==> src/rtl/bcd_to_binary_if.sv <==
// Handshake/data bundle for the BCD-to-binary converter.
// master: the requester (drives start/bcd_in); slave: the converter.
// Handshake: start is sampled on a rising clk edge only while busy=0;
// the edge that samples start=1 also captures bcd_in. done is a one-cycle
// pulse marking bin_out/ovf/err valid; those hold until the next done.
interface bcd_to_binary_if;
  logic        start;
  logic [19:0] bcd_in;
  logic        busy;
  logic        done;
  logic [15:0] bin_out;
  logic        ovf;
  logic        err;

  modport master (
    output start,
    output bcd_in,
    input  busy,
    input  done,
    input  bin_out,
    input  ovf,
    input  err
  );

  modport slave (
    input  start,
    input  bcd_in,
    output busy,
    output done,
    output bin_out,
    output ovf,
    output err
  );
endinterface

==> src/rtl/bcd_to_binary.sv <==
// Sequential 5-digit packed BCD to 16-bit binary converter using
// reverse double-dabble, one bit per clock (17 iterations).
// Optional macro BCD_TO_BINARY_DIGIT_CHECK_EN: flags nibbles > 9 at accept
// and reports err=1 with bin_out/ovf forced to 0 at done.
module bcd_to_binary (
  input  logic                 clk,
  input  logic                 rst_n,
  bcd_to_binary_if.slave       bus,
  output logic [1:0]           dbg_state_o
);

  typedef enum logic [1:0] {
    S_IDLE  = 2'd0,
    S_SHIFT = 2'd1,
    S_DONE  = 2'd2
  } state_t;

  // Last iteration index: counter runs 0..16 for 17 shifts.
  localparam logic [4:0] LAST_ITER = 5'd16;

  state_t      state_q;
  logic [36:0] work_q;
  logic [36:0] work_d;
  logic [36:0] shifted;
  logic [4:0]  cnt_q;
  logic        busy_q;
  logic        done_q;
  logic [15:0] bin_q;
  logic        ovf_q;

`ifdef BCD_TO_BINARY_DIGIT_CHECK_EN
  logic        inv_q;
  logic        err_q;
  logic        bad_digit;

  // Any input nibble above 9 marks the operand as invalid BCD.
  always_comb begin
    bad_digit = 1'b0;
    for (int i = 0; i < 5; i++) begin
      if (bus.bcd_in[4*i +: 4] > 4'd9) bad_digit = 1'b1;
    end
  end
`endif

  // One reverse double-dabble step: shift right, then correct every BCD
  // nibble in the upper 20 bits (>= 8 -> -3). The binary half is untouched.
  always_comb begin
    shifted = {1'b0, work_q[36:1]};
    work_d  = shifted;
    for (int i = 0; i < 5; i++) begin
      if (shifted[17 + 4*i +: 4] >= 4'd8) begin
        work_d[17 + 4*i +: 4] = shifted[17 + 4*i +: 4] - 4'd3;
      end
    end
  end

  // Control FSM with registered handshake and result outputs.
  always_ff @(posedge clk or negedge rst_n) begin
    if (!rst_n) begin
      state_q <= S_IDLE;
      work_q  <= '0;
      cnt_q   <= '0;
      busy_q  <= 1'b0;
      done_q  <= 1'b0;
      bin_q   <= '0;
      ovf_q   <= 1'b0;
`ifdef BCD_TO_BINARY_DIGIT_CHECK_EN
      inv_q   <= 1'b0;
      err_q   <= 1'b0;
`endif
    end else begin
      case (state_q)
        S_IDLE, S_DONE: begin
          done_q <= 1'b0;
          if (bus.start) begin
            work_q  <= {bus.bcd_in, 17'b0};
            cnt_q   <= '0;
            busy_q  <= 1'b1;
            state_q <= S_SHIFT;
`ifdef BCD_TO_BINARY_DIGIT_CHECK_EN
            inv_q   <= bad_digit;
`endif
          end else begin
            state_q <= S_IDLE;
          end
        end
        S_SHIFT: begin
          work_q <= work_d;
          cnt_q  <= cnt_q + 5'd1;
          if (cnt_q == LAST_ITER) begin
            // Result is taken from this final step's output, not work_q.
            busy_q  <= 1'b0;
            done_q  <= 1'b1;
            state_q <= S_DONE;
`ifdef BCD_TO_BINARY_DIGIT_CHECK_EN
            err_q   <= inv_q;
            bin_q   <= inv_q ? 16'h0000 : work_d[15:0];
            ovf_q   <= inv_q ? 1'b0 : work_d[16];
`else
            bin_q   <= work_d[15:0];
            ovf_q   <= work_d[16];
`endif
          end
        end
        default: begin
          state_q <= S_IDLE;
          busy_q  <= 1'b0;
          done_q  <= 1'b0;
        end
      endcase
    end
  end

  assign bus.busy    = busy_q;
  assign bus.done    = done_q;
  assign bus.bin_out = bin_q;
  assign bus.ovf     = ovf_q;
`ifdef BCD_TO_BINARY_DIGIT_CHECK_EN
  assign bus.err     = err_q;
`else
  assign bus.err     = 1'b0;
`endif
  assign dbg_state_o = state_q;

endmodule

==> src/flat_wrapper.sv <==
// flat-port wrapper written by rule: the top's interface ports become plain ports
module bcd_to_binary_flat 
  (clk, rst_n, dbg_state_o, bus_start, bus_bcd_in, bus_busy, bus_done, bus_bin_out, bus_ovf, bus_err);
  bcd_to_binary_if bus_i ();
  input  logic clk;
  input  logic rst_n;
  output logic [1:0] dbg_state_o;
  input wire logic [$bits(bus_i.start)-1:0] bus_start;
  input wire logic [$bits(bus_i.bcd_in)-1:0] bus_bcd_in;
  output wire logic [$bits(bus_i.busy)-1:0] bus_busy;
  output wire logic [$bits(bus_i.done)-1:0] bus_done;
  output wire logic [$bits(bus_i.bin_out)-1:0] bus_bin_out;
  output wire logic [$bits(bus_i.ovf)-1:0] bus_ovf;
  output wire logic [$bits(bus_i.err)-1:0] bus_err;
  assign bus_i.start = bus_start;
  assign bus_i.bcd_in = bus_bcd_in;
  assign bus_busy = bus_i.busy;
  assign bus_done = bus_i.done;
  assign bus_bin_out = bus_i.bin_out;
  assign bus_ovf = bus_i.ovf;
  assign bus_err = bus_i.err;
  bcd_to_binary u_core (.clk(clk), .rst_n(rst_n), .bus(bus_i), .dbg_state_o(dbg_state_o));
endmodule
==> config.mk <==
export PLATFORM = sky130hd
export DESIGN_NAME = bcd_to_binary_flat
export DESIGN_NICKNAME = d
export VERILOG_FILES = /design/src/rtl/bcd_to_binary_if.sv /design/src/rtl/bcd_to_binary.sv /design/src/flat_wrapper.sv
export SDC_FILE = /design/constraint.sdc
export NUM_CORES = 1
export LEC_CHECK = 0
export ABC_AREA = 1
export BUFFER_PORTS_ARGS = -buffer_cell sky130_fd_sc_hd__buf_2
export CAP_MARGIN = 10
export CORE_ASPECT_RATIO = 0.75
export CORE_UTILIZATION = 56
export DETAILED_ROUTE_END_ITERATION = 7
export PLACE_DENSITY_LB_ADDON = 0.05
export SLEW_MARGIN = 0
export SYNTH_ARGS = -nofsm -noshare
export SYNTH_HDL_FRONTEND = slang
export SYNTH_SLANG_ARGS = --single-unit
==> constraint.sdc <==
create_clock -name clk -period 1.75 [get_ports clk]
set_clock_uncertainty 0.15 [all_clocks]
set_input_delay 0.175 -clock clk [delete_from_list [all_inputs] [get_ports clk]]
set_output_delay 0.175 -clock clk [all_outputs]
set_load 0.05 [all_outputs]
Word level (Yosys, flattened, before mapping) --
Index checks and enable logic that the tools add are counted.
Word-level totals: flip-flop bits (word level) 63, output and inout bits 22
Cells by class: add/subtract/negate cells 5, $lt $le $gt $ge 4, equal/unequal tests 5, muxes and demuxes 16, reductions and logical operators 6
Operators with widths (number):
- case mux 37 bit (2 select lines) | 1
- 2-to-1 mux 37 bit | 1
- greater-or-equal comparator 4 bit, second input constant | 4
- 2-to-1 mux 4 bit | 4
- subtractor 4 x 2 -> 4 bit, second input constant | 4
- case mux 5 bit (2 select lines) | 1
- AND reduction 2 bit | 3
- adder 5 x 1 -> 5 bit, second input constant | 1
- == test 5 bit, second input constant | 1
- 2-to-1 mux 1 bit | 5
- 2-to-1 mux 5 bit | 1
- case mux 2 bit (2 select lines) | 1
- == test 2 x 1 -> 1 bit, second input constant | 1
- == test 2 bit, second input constant | 1
- logical NOT 2 bit | 1
- 2-to-1 mux 2 bit | 1
- inequality test 2 x 1 -> 1 bit, second input constant | 1
- inequality test 2 bit, second input constant | 1
- case mux 1 bit (2 select lines) | 1
- nonzero test 2 bit | 1
- OR reduction 2 bit | 1

Logic depth before layout (Yosys ltp) --
Gate-level depths: netlist of the first run.
depth in word-level cells 4, gate-level depth with buffers 8, mapped depth without buffers 7

Least setup slack after synthesis of the first run --
OpenSTA, ideal clock, no wires.
path type register to register, start point register u_core.state_q[0], in the netlist u_core.dbg_state_o[0], end point register u_core.work_q[21], library setup time 0.124 ns, arrival time 1.314 ns, data required time 1.476 ns, setup slack 0.162 ns, cell stages (with the launch flop) 8, buffers on the path 2, period minus slack after synthesis 1.588 ns, cell sequence dfrtp_1 > inv_2 > nand2_2 > buf_4 > inv_2 > buf_6 > nand2_1 > nand3_1
Between the ends: cells in the longest elaborated chain, start to end 4
RTL lines:
- start: declaration | line bcd_to_binary.sv:21 | state_t state_q;
- start signal: assignment | line bcd_to_binary.sv:60 | state_q <= S_IDLE;
- start signal: assignment | line bcd_to_binary.sv:79 | state_q <= S_SHIFT;
- start signal: assignment | line bcd_to_binary.sv:84 | state_q <= S_IDLE;
- == test 2 bit or logical NOT 2 bit (tied branches) | line bcd_to_binary.sv:72 | case (state_q)
- OR reduction 2 bit | line bcd_to_binary.sv:72
- inequality test 2 bit (no line) or nonzero test 2 bit (tied branches)
- AND reduction 2 bit (no line)
- end signal: assignment | line bcd_to_binary.sv:76 | work_q <= {bus.bcd_in, 17'b0};
- end signal: assignment | line bcd_to_binary.sv:88 | work_q <= work_d;
- end: declaration | line bcd_to_binary.sv:22 | logic [36:0] work_q;
Several ways; a longest one is shown, not always the timed one. A chain may end at the register's enable or synchronous reset.

Final worst setup path of the first run --
start point register u_core.cnt_q[0], end point register u_core.bin_q[6], in the netlist u_core.bus.bin_out[6]
Between the ends: cells in the longest elaborated chain, start to end 2
RTL lines:
- start: declaration | line bcd_to_binary.sv:25 | logic [4:0] cnt_q;
- start signal: assignment | line bcd_to_binary.sv:89 | cnt_q <= cnt_q + 5'd1;
- == test 5 bit | line bcd_to_binary.sv:90 | if (cnt_q == LAST_ITER) begin
- AND reduction 2 bit (no line)
- end signal: assignment | line bcd_to_binary.sv:100 | bin_q <= work_d[15:0];
- end: declaration | line bcd_to_binary.sv:28 | logic [15:0] bin_q;
No other way between the ends.

==> reports/metrics.csv, run 1 <==
stage,metric,value,unit
final_layout,fillers,381,
die,ios,45,
place,gp_congestion,0.818,
global_routing,grt_pass1_vias,2276,
global_routing,antenna_found_initial,0,
run,cap_violations,0,
critical_path,crit_required,1830,ps
global_routing,grt_max_degree,40,
logic_synthesis,post_synth_main_area_contributors,"dfrtp_1 (52%), nand2_1 (12%), o21ai_2 (5.1%), nand3_1 (4.6%), inv_1 (4.5%)",
die,dieWidth,85.5,um
worst_hold_path,whs_path_depth,4,
clock_tree,clock_latency,340,ps
sta,hold_viol_final,0,
logic_synthesis,netlist_area,2930,um^2
logic_synthesis,synthCells,330,
logic_synthesis,syn_area_per_cell,8.87,um^2
sta,period_needed,1580,ps
run_status,status,completed,
sta,max_freq,632,MHz
sta,fin_setup_tns,0,ps
global_routing,use_met2,37.3,%
critical_path,path_cells,inv_1 -> ha_1 -> nand2_1 -> inv_1 -> nand3_4 -> buf_12 -> nand2_1 -> o21ai_2,
sta,holdWs,0.582,ps
logic_synthesis,post-synth-top-area-cell,dfrtp_1,
final_layout,nets,426,
clock_tree,cts_sinks,61,
power,clkPwrFrac,18.0,%
global_routing,globalRouteMet3Util,8.66,%
clock_tree,htreeDepth,3,
final_layout,mostFrequentLayoutCell,nand2_1,
global_routing,grt-busiest-layer,met2,
die,start_util,59.1,%
sta,rsz0062_at_grt,false,
power,p_leak,1.85,nW
critical_path,r2r_cells,8,
die,fp-row-count,22,
critical_path,crit_type,flop to flop,
final_layout,mostFrequentLayoutCells,"nand2_1 (94), dfrtp_1 (61), buf_2 (43)",
power,ir_drop,1.06,mV
drt,wl_per_cell,13.2,um
power,swShare,46.2,%
critical_path,path_max_fanout,27,
drt,viasPerCell,5.16,
clock_tree,cts_setup_buffers,0,
drt,first_pass_iters,5,
global_routing,overflow,0,
place,place_ws,175,ps
power,p_seq_share,35.9,%
global_routing,grt_pass1_wl,10.3,mm
critical_path,crit_path_top_delay_cell,dfrtp_1,
power,powerDensity,1980,nW/um^2
clock_tree,path_clk_slew,70,ps
logic_synthesis,synth_top_cell_area_share,52.2,%
critical_path,max_stage_delay,410,ps
final_layout,drive_gt1_share,23.4,%
power,p_sw,3.23,mW
drt,ant_nets,0,
sta,finalSetupViolCount,0,
drt,dr_total_vias,2361,
final_layout,area_growth,20.9,%
clock_tree,clock-root-buffer,clkbuf_8,
sta,fin_ws,167,ps
logic_synthesis,synth-seq-area-share,52.2,%
logic_synthesis,ys_warn_count,0,
logic_synthesis,ys_ff_latch,61,
clock_tree,tritoncts,yes,
critical_path,start_kind,flop,
worst_hold_path,hp-class,input pin to flop,
place,dp.final_hpwl,3.83,mm
drt,wirelength,6.03,mm
critical_path,crit_arrival,1660,ps
logic_synthesis,synth_nets,363,
critical_path,worst_setup_path_end_kind,flop,
power,p_comb_share,46.2,%
final_layout,num_antenna_cells,0,
die,die-area,5520,um^2
global_routing,track_usage,24.9,%
place,port_buffers,43,
global_routing,grtUsageMet1,33.6,%
drt,drc,0,
drt,drtIter0Drc,113,
die,die_y,64.6,um
logic_synthesis,synth_cell_type_count,24,
clock_tree,cts_buffers,9,
clock_tree,ctsResizeCount,0,
die,core,4950,um^2
power,p_int,3.77,mW
sta,post-route-period-util,90.5,%
sta,final_max_slew_viol_count,0,
clock_tree,clockBufferDepth,2,
[final timing paths]
check	start	endpoint	slack, ps
worst max-delay path	u_core.cnt_q[0]	u_core.bus.bin_out[6]	170
worst min-delay path	bus_bcd_in[11]	u_core.work_q[28]	0.6
worst max register to register	u_core.cnt_q[0]	u_core.bus.bin_out[6]	170
worst min register to register	u_core.bus.bin_out[13]	u_core.bus.bin_out[13]	320
max in group asynchronous	rst_n	u_core.bus.bin_out[0]	790
min in group asynchronous	rst_n	u_core.work_q[19]	220
[per-layer routing]
metal / share of wire (%) / wire (um)
met3: 5.0 / 304
met2: 46 / 2760
met4: 1.1 / 66
met5: 0 / 0
met1: 48 / 2900
[critical path, delay by kind of cell, from the launching register on]
kind                       cells  cell delay [ps]
buffers and inverters          3              410
DFF                            1              410
and+or+nand+nor                3              290
adders and majority gates      1              160
AOI/OAI and AO/OA              1               50
[logic make-up (layout without fill, tap and decap cells)]
logic type	after synthesis	after routing	synth area share (%)
and+or+nand+nor	154	154	22.7
AOI/OAI and AO/OA	49	49	11.6
adders and majority gates	10	10	4.28
DFF	61	61	52.2
buffers and inverters	54	122	8.89
other	1	1	0.128
xor gates and xnor gates	1	1	0.299
[layout make-up]
type / instances / area, um^2 / share of cell area [%]
inverters: 39 / 146 / 4.14
clock buffers: 10 / 138 / 3.89
clock inverters: 6 / 62.6 / 1.77
well taps: 60 / 75.1 / 2.12
multi-input cells: 215 / 1140 / 32.2
flip-flops and latches: 61 / 1530 / 43.1
repair buffers: 67 / 450 / 12.7
[stage by stage]
stage | power, mW | instances | util (%) | area [um^2]
after detailed placement | 5.70 | 425 | 63.9 | 3170
after global routing | 7.54 | 458 | 71.4 | 3540
after floorplan | 5.00 | 330 | - | 2930
final | 7.00 | 458 | 71.4 | 3540
after global placement | 5.61 | 425 | 63.9 | 3170
after CTS | 7.01 | 458 | 71.4 | 3540
[synth_stat cells (all sizes together)]
master / count
nand2: 97
dfrtp: 61
inv: 39
nand3: 28
o21ai: 24
nor2: 23
o22ai: 16
buf: 15
ha: 10
a21oi: 5
o21bai: 4
or2: 4
nand4: 2
conb: 1
xnor2: 1
[registers in the layout, summed over array words and instances (netlist names)]
signal / count
u_core.work_q: 36
u_core.bus.bin_out: 16
u_core.cnt_q: 5
u_core.bus.busy: 1
u_core.bus.done: 1
u_core.bus.ovf: 1
u_core.dbg_state_o: 1
[what timing repair did]
item / 4_1_cts / 5_1_grt
hold endpoints to repair: 77 / 0
hold buffers: 17 / 0
setup endpoints to repair: 0 / 0
[power by group through the flow]
stage	Combinational [mW]	Clock, mW	Sequential [mW]
after global routing	3.62	1.33	2.59
after detailed placement	3.18	0	2.52
after global placement	3.10	0	2.50
after floorplan	1.89	0	3.11
final	3.23	1.26	2.51
after CTS	3.24	1.27	2.50
Power figures use the tool's default switching activity.
==> run 2: changes to the inputs <==
--- a/config.mk
+++ b/config.mk
@@ -6,12 +6,12 @@
 export NUM_CORES = 1
 export LEC_CHECK = 0
 export ABC_AREA = 1
-export BUFFER_PORTS_ARGS = -buffer_cell sky130_fd_sc_hd__buf_2
 export CAP_MARGIN = 10
 export CORE_ASPECT_RATIO = 0.75
-export CORE_UTILIZATION = 56
+export CORE_UTILIZATION = 63
 export DETAILED_ROUTE_END_ITERATION = 7
-export PLACE_DENSITY_LB_ADDON = 0.05
+export DONT_BUFFER_PORTS = 1
+export PLACE_DENSITY = 0.79
 export SLEW_MARGIN = 0
 export SYNTH_ARGS = -nofsm -noshare
 export SYNTH_HDL_FRONTEND = slang
==> run 2 against run 1 <==
Flip-flop and latch count unchanged. Via count decreased by 7.8%. Count of clock-buffer cells in the layout decreased by 1. Critical path type unchanged. Largest cell class unchanged. Critical endpoint is now u_core.bus.bin_out[5]. Sequential power increased by 26%. Maximum frequency decreased by 0.18%. Sequential share of layout area increased by 1.8 points.
==> reports/metrics.csv, run 2 (synthesized netlist as in run 1, its figures left out) <==
stage,metric,value,unit
run_status,status,completed,
final_layout,drive_gt1_share,14.4,%
run,cap_violations,0,
power,p_leak,1.71,nW
global_routing,antenna_found_initial,0,
die,dieWidth,80.7,um
sta,hold_viol_final,0,
drt,drc,0,
sta,rsz0062_at_grt,false,
critical_path,crit_arrival,1660,ps
die,fp-row-count,21,
drt,dr_total_vias,2178,
place,gp_congestion,0.805,
sta,fin_setup_tns,0,ps
clock_tree,cts_hold_buffers,23,
global_routing,grt_pass1_vias,1963,
final_layout,area_growth,16.0,%
sta,holdWs,234,ps
sta,max_freq,631,MHz
final_layout,largest_reg_flops,36,
clock_tree,clockBufferDepth,2,
place,port_buffers,0,
drt,drtIter0Drc,137,
critical_path,crit_type,flop to flop,
clock_tree,htreeDepth,3,
sta,final_max_slew_viol_count,0,
final_layout,top_register,u_core.work_q,
final_layout,mostFrequentLayoutCells,"nand2_1 (94), dfrtp_1 (61), inv_1 (35)",
die,start_util,65.5,%
worst_hold_path,hp-class,input pin to async pin,
clock_tree,tritoncts,yes,
power,ir_drop,1.18,mV
clock_tree,cts_sinks,61,
critical_path,worst_setup_path_end_kind,flop,
final_layout,num_antenna_cells,0,
sta,post-route-period-util,90.6,%
clock_tree,cts_setup_buffers,0,
die,die_y,61.0,um
clock_tree,ctsResizeCount,0,
clock_tree,path_clk_slew,70,ps
critical_path,path_max_fanout,27,
critical_path,crit_required,1820,ps
final_layout,nets,390,
critical_path,crit_path_top_delay_cell,dfrtp_1,
place,dp.final_hpwl,3.63,mm
clock_tree,clock-root-buffer,clkbuf_8,
global_routing,overflow,0,
critical_path,path_cells,inv_1 -> ha_1 -> nand2_1 -> inv_1 -> nand3_4 -> buf_12 -> nand2_1 -> o21ai_2,
global_routing,grt_max_degree,62,
clock_tree,clock_latency,340,ps
die,ios,45,
die,die-area,4920,um^2
die,core,4470,um^2
clock_tree,cts_buffers,9,
drt,wl_per_cell,13.3,um
critical_path,cp_top_family,buffers and inverters,
global_routing,grt_pass1_wl,9.04,mm
critical_path,crit_buf_inv,3,
sta,period_needed,1590,ps
final_layout,mostFrequentLayoutCell,nand2_1,
sta,finalSetupViolCount,0,
global_routing,track_usage,25.3,%
drt,viasPerCell,5.20,
drt,ant_nets,0,
drt,wirelength,5.58,mm
critical_path,max_stage_delay,410,ps
power,powerDensity,1990,nW/um^2
critical_path,start_kind,flop,
drt,first_pass_iters,4,
-- run 2: final timing paths --
kind / endpoint / cells after the start / slack (ps) / from
setup / recovery: u_core.bus.bin_out[5] / 8 / 160 / u_core.cnt_q[0]
hold / removal: u_core.work_q[17] / 2 / 230 / rst_n
setup reg to reg: u_core.bus.bin_out[5] / 8 / 160 / u_core.cnt_q[0]
hold reg to reg: u_core.work_q[36] / 2 / 340 / u_core.work_q[36]
max in group asynchronous: u_core.work_q[29] / 2 / 970 / rst_n
min in group clk: u_core.work_q[36] / 2 / 340 / u_core.work_q[36]
-- run 2: where the power goes --
| part | leakage (nW) | switching [mW] | internal (mW) | total [mW] |
|---|---|---|---|---|
| logic | 0.848 | 1.47 | 0.914 | 2.39 |
| clock network | 0.0987 | 0.542 | 0.648 | 1.19 |
| registers | 0.764 | 1.14 | 2.03 | 3.17 |
| total | 1.71 | 3.16 | 3.59 | 6.75 |
-- run 2: routing by layer --
layer | routed length (um) | vias up | share of wire, % | track usage, %
li1 | - | 1102 | - | -
met1 | 2680 | 1023 | 48 | 34.0
met2 | 2550 | 47 | 46 | 38.4
met3 | 316 | 6 | 5.7 | 10.2
met4 | 42 | 0 | 0.75 | 7.40
met5 | 0 | - | 0 | 0
-- run 2: area by class of cell --
type	instances	area, um^2
sequential	61	1530
timing repair buffer	31	320
tap	57	71.3
clock inverter	7	66.3
fill	315	1070
clock buffer	9	124
inverter	39	146
multi-input combinational	215	1140
-- run 2: stage by stage --
| step | worst slack [ps] | cell area, um^2 | utilization (%) | std cells | total power, mW |
|---|---|---|---|---|---|
| CTS | 152 | 3390 | 76.0 | 419 | 6.77 |
| detailed placement | 162 | 2960 | 66.2 | 380 | 5.50 |
| floorplan | 162 | 2930 | - | 330 | 5.00 |
| finish | 164 | 3390 | 76.0 | 419 | 6.75 |
| global placement | 233 | 2960 | 66.2 | 380 | 5.37 |
| global route | 25.0 | 3390 | 76.0 | 419 | 7.25 |
==> run 3: changes to the inputs <==
--- a/config.mk
+++ b/config.mk
@@ -12,6 +12,7 @@
 export DETAILED_ROUTE_END_ITERATION = 7
 export DONT_BUFFER_PORTS = 1
 export PLACE_DENSITY = 0.79
+export RECOVER_POWER = 25
 export SLEW_MARGIN = 0
 export SYNTH_ARGS = -nofsm -noshare
 export SYNTH_HDL_FRONTEND = slang
==> run 3 against run 2 <==
Sequential share of layout area up 0.27 points. Critical endpoint unchanged. Final area fell by 0.59%. Highest routed layer unchanged. Sequential power about the same. Non-clock buffer count unchanged.
==> reports/metrics.csv, run 3 (synthesized netlist as in run 1, its figures left out) <==
stage,metric,value,unit
die,start_util,65.5,%
final_layout,fillers,317,
power,ir_drop,1.18,mV
sta,period_needed,1590,ps
clock_tree,cts_buffers,9,
power,swShare,46.9,%
critical_path,rrSetupSlack,160,ps
critical_path,r2r_cells,8,
die,die-area,4920,um^2
critical_path,start_kind,flop,
power,p_int,3.58,mW
critical_path,crit_type,flop to flop,
drt,wl_per_cell,13.4,um
sta,finalSetupViolCount,0,
clock_tree,cts_setup_buffers,0,
clock_tree,tritoncts,yes,
power,clkPwrFrac,17.6,%
drt,dr_total_vias,2179,
final_layout,top_register,u_core.work_q,
power,p_seq_share,47.0,%
clock_tree,clock-root-buffer,clkbuf_8,
clock_tree,cts_sinks,61,
drt,ant_nets,0,
die,dieWidth,80.7,um
power,p_leak,1.70,nW
critical_path,timing.critical_path.to,u_core.bus.bin_out[5],
sta,fin_setup_tns,0,ps
sta,relSlewSlack,46.8,%
clock_tree,htreeDepth,3,
final_layout,seqCellArea,1530,um^2
power,p_comb_share,35.3,%
drt,drtIter0Drc,139,
sta,fin_ws,164,ps
die,core,4470,um^2
global_routing,antenna_found_initial,0,
final_layout,utilization,75.5,%
sta,hold_viol_final,0,
place,place_ws,162,ps
final_layout,area_growth,15.3,%
critical_path,r2r-start,u_core.cnt_q[0],
global_routing,overflow,0,
drt,wirelength,5.60,mm
power,p_sw,3.16,mW
clock_tree,clock_latency,340,ps
run,cap_violations,0,
sta,rsz0062_at_grt,false,
final_layout,multi_input_area,1140,um^2
critical_path,crit_required,1820,ps
drt,drc,0,
power,finalPower,6.74,mW
drt,viasPerCell,5.20,
clock_tree,clockBufferDepth,2,
critical_path,crit_arrival,1660,ps
run_status,status,completed,
place,gp_congestion,0.805,
global_routing,grt_max_degree,62,
critical_path,crit_start,u_core.cnt_q[0],
final_layout,nets,390,
power,powerDensity,2000,nW/um^2
critical_path,path_max_fanout,27,
sta,post-route-period-util,90.6,%
final_layout,num_antenna_cells,0,
worst_hold_path,hp-class,flop to flop,
critical_path,worst_setup_path_end_kind,flop,
sta,worst_pin_slew,798,ps
global_routing,grt_pass1_wl,9.04,mm
die,die_y,61.0,um
global_routing,track_usage,25.3,%
final_layout,mostFrequentLayoutCells,"nand2_1 (94), dfrtp_1 (61), inv_1 (35)",
drt,first_pass_iters,4,
sta,max_freq,630,MHz
global_routing,grt_pass1_vias,1963,
die,ios,45,
final_layout,drive_gt1_share,14.4,%
sta,final_max_slew_viol_count,0,
place,dp.final_hpwl,3.63,mm
final_layout,largest_reg_flops,36,
final_layout,mostFrequentLayoutCell,nand2_1,
clock_tree,path_clk_slew,60,ps
die,fp-row-count,21,
critical_path,rr_endpoint,u_core.bus.bin_out[5],
place,port_buffers,0,
-- run 3: cell types whose count changed in the layout (fill, tap and decap cells not counted) --
cell      delta
buf_16       -1
clkbuf_4     +1
-- run 3: worst min path at each step --
stage | end | slack (ps) | cells past startpoint | start
floorplan | u_core.bus.bin_out[0] | -270 | 0 | rst_n
global placement | u_core.bus.bin_out[9] | -270 | 0 | rst_n
detailed placement | u_core.bus.bin_out[10] | -270 | 0 | rst_n
CTS | u_core.bus.bin_out[10] | 210 | 2 | rst_n
global route | u_core.work_q[36] | 340 | 3 | bus_bcd_in[19]
finish | u_core.work_q[36] | 340 | 2 | u_core.work_q[36]
-- run 3: power groups by stage --
stage          Combinational (mW)  Clock, mW  Sequential (mW)
3_3_place_gp                 2.21          0             3.16
4_1_cts                      2.39       1.21             3.16
3_5_place_dp                 2.31          0             3.19
6_report                     2.38       1.19             3.17
2_1_floorplan                1.89          0             3.11
5_1_grt                      2.70       1.28             3.26
-- run 3: final cells by class --
| cell class | count | share of cell area, % |
|---|---|---|
| Clock inverter | 7 | 1.97 |
| Tap cell | 57 | 2.11 |
| Inverter | 39 | 4.34 |
| Clock buffer | 9 | 3.67 |
| Timing Repair Buffer | 31 | 8.90 |
| Sequential cell | 61 | 45.2 |
| Multi-Input combinational cell | 215 | 33.8 |
-- run 3: routing by layer --
layer,vias up,global-route usage [%],share of wire (%)
met4,0,7.40,0.75
met1,1026,34.0,48
met5,-,0,0
met2,45,38.4,45
li1,1102,-,-
met3,6,10.2,5.6
-- run 3: repair_timing --
item	CTS	global route
resized for setup	0	0
hold buffers	23	0
endpoints found under the hold margin	82	0
-- run 3: per-stage QoR --
step                      instances  hold slack [ps]  area (um^2)
after detailed placement        380             -269         2960
final                           419              341         3370
after floorplan                 330             -271         2930
after global routing            419              342         3370
after CTS                       419              206         3390
after global placement          380             -269         2960
-- run 3: worst max-delay path: stages (launching register included) --
cell,delay (ps)
dfrtp_1,410
inv_1,110
ha_1,150
nand2_1,50
inv_1,100
nand3_4,150
buf_12,210
nand2_1,90
o21ai_2,60
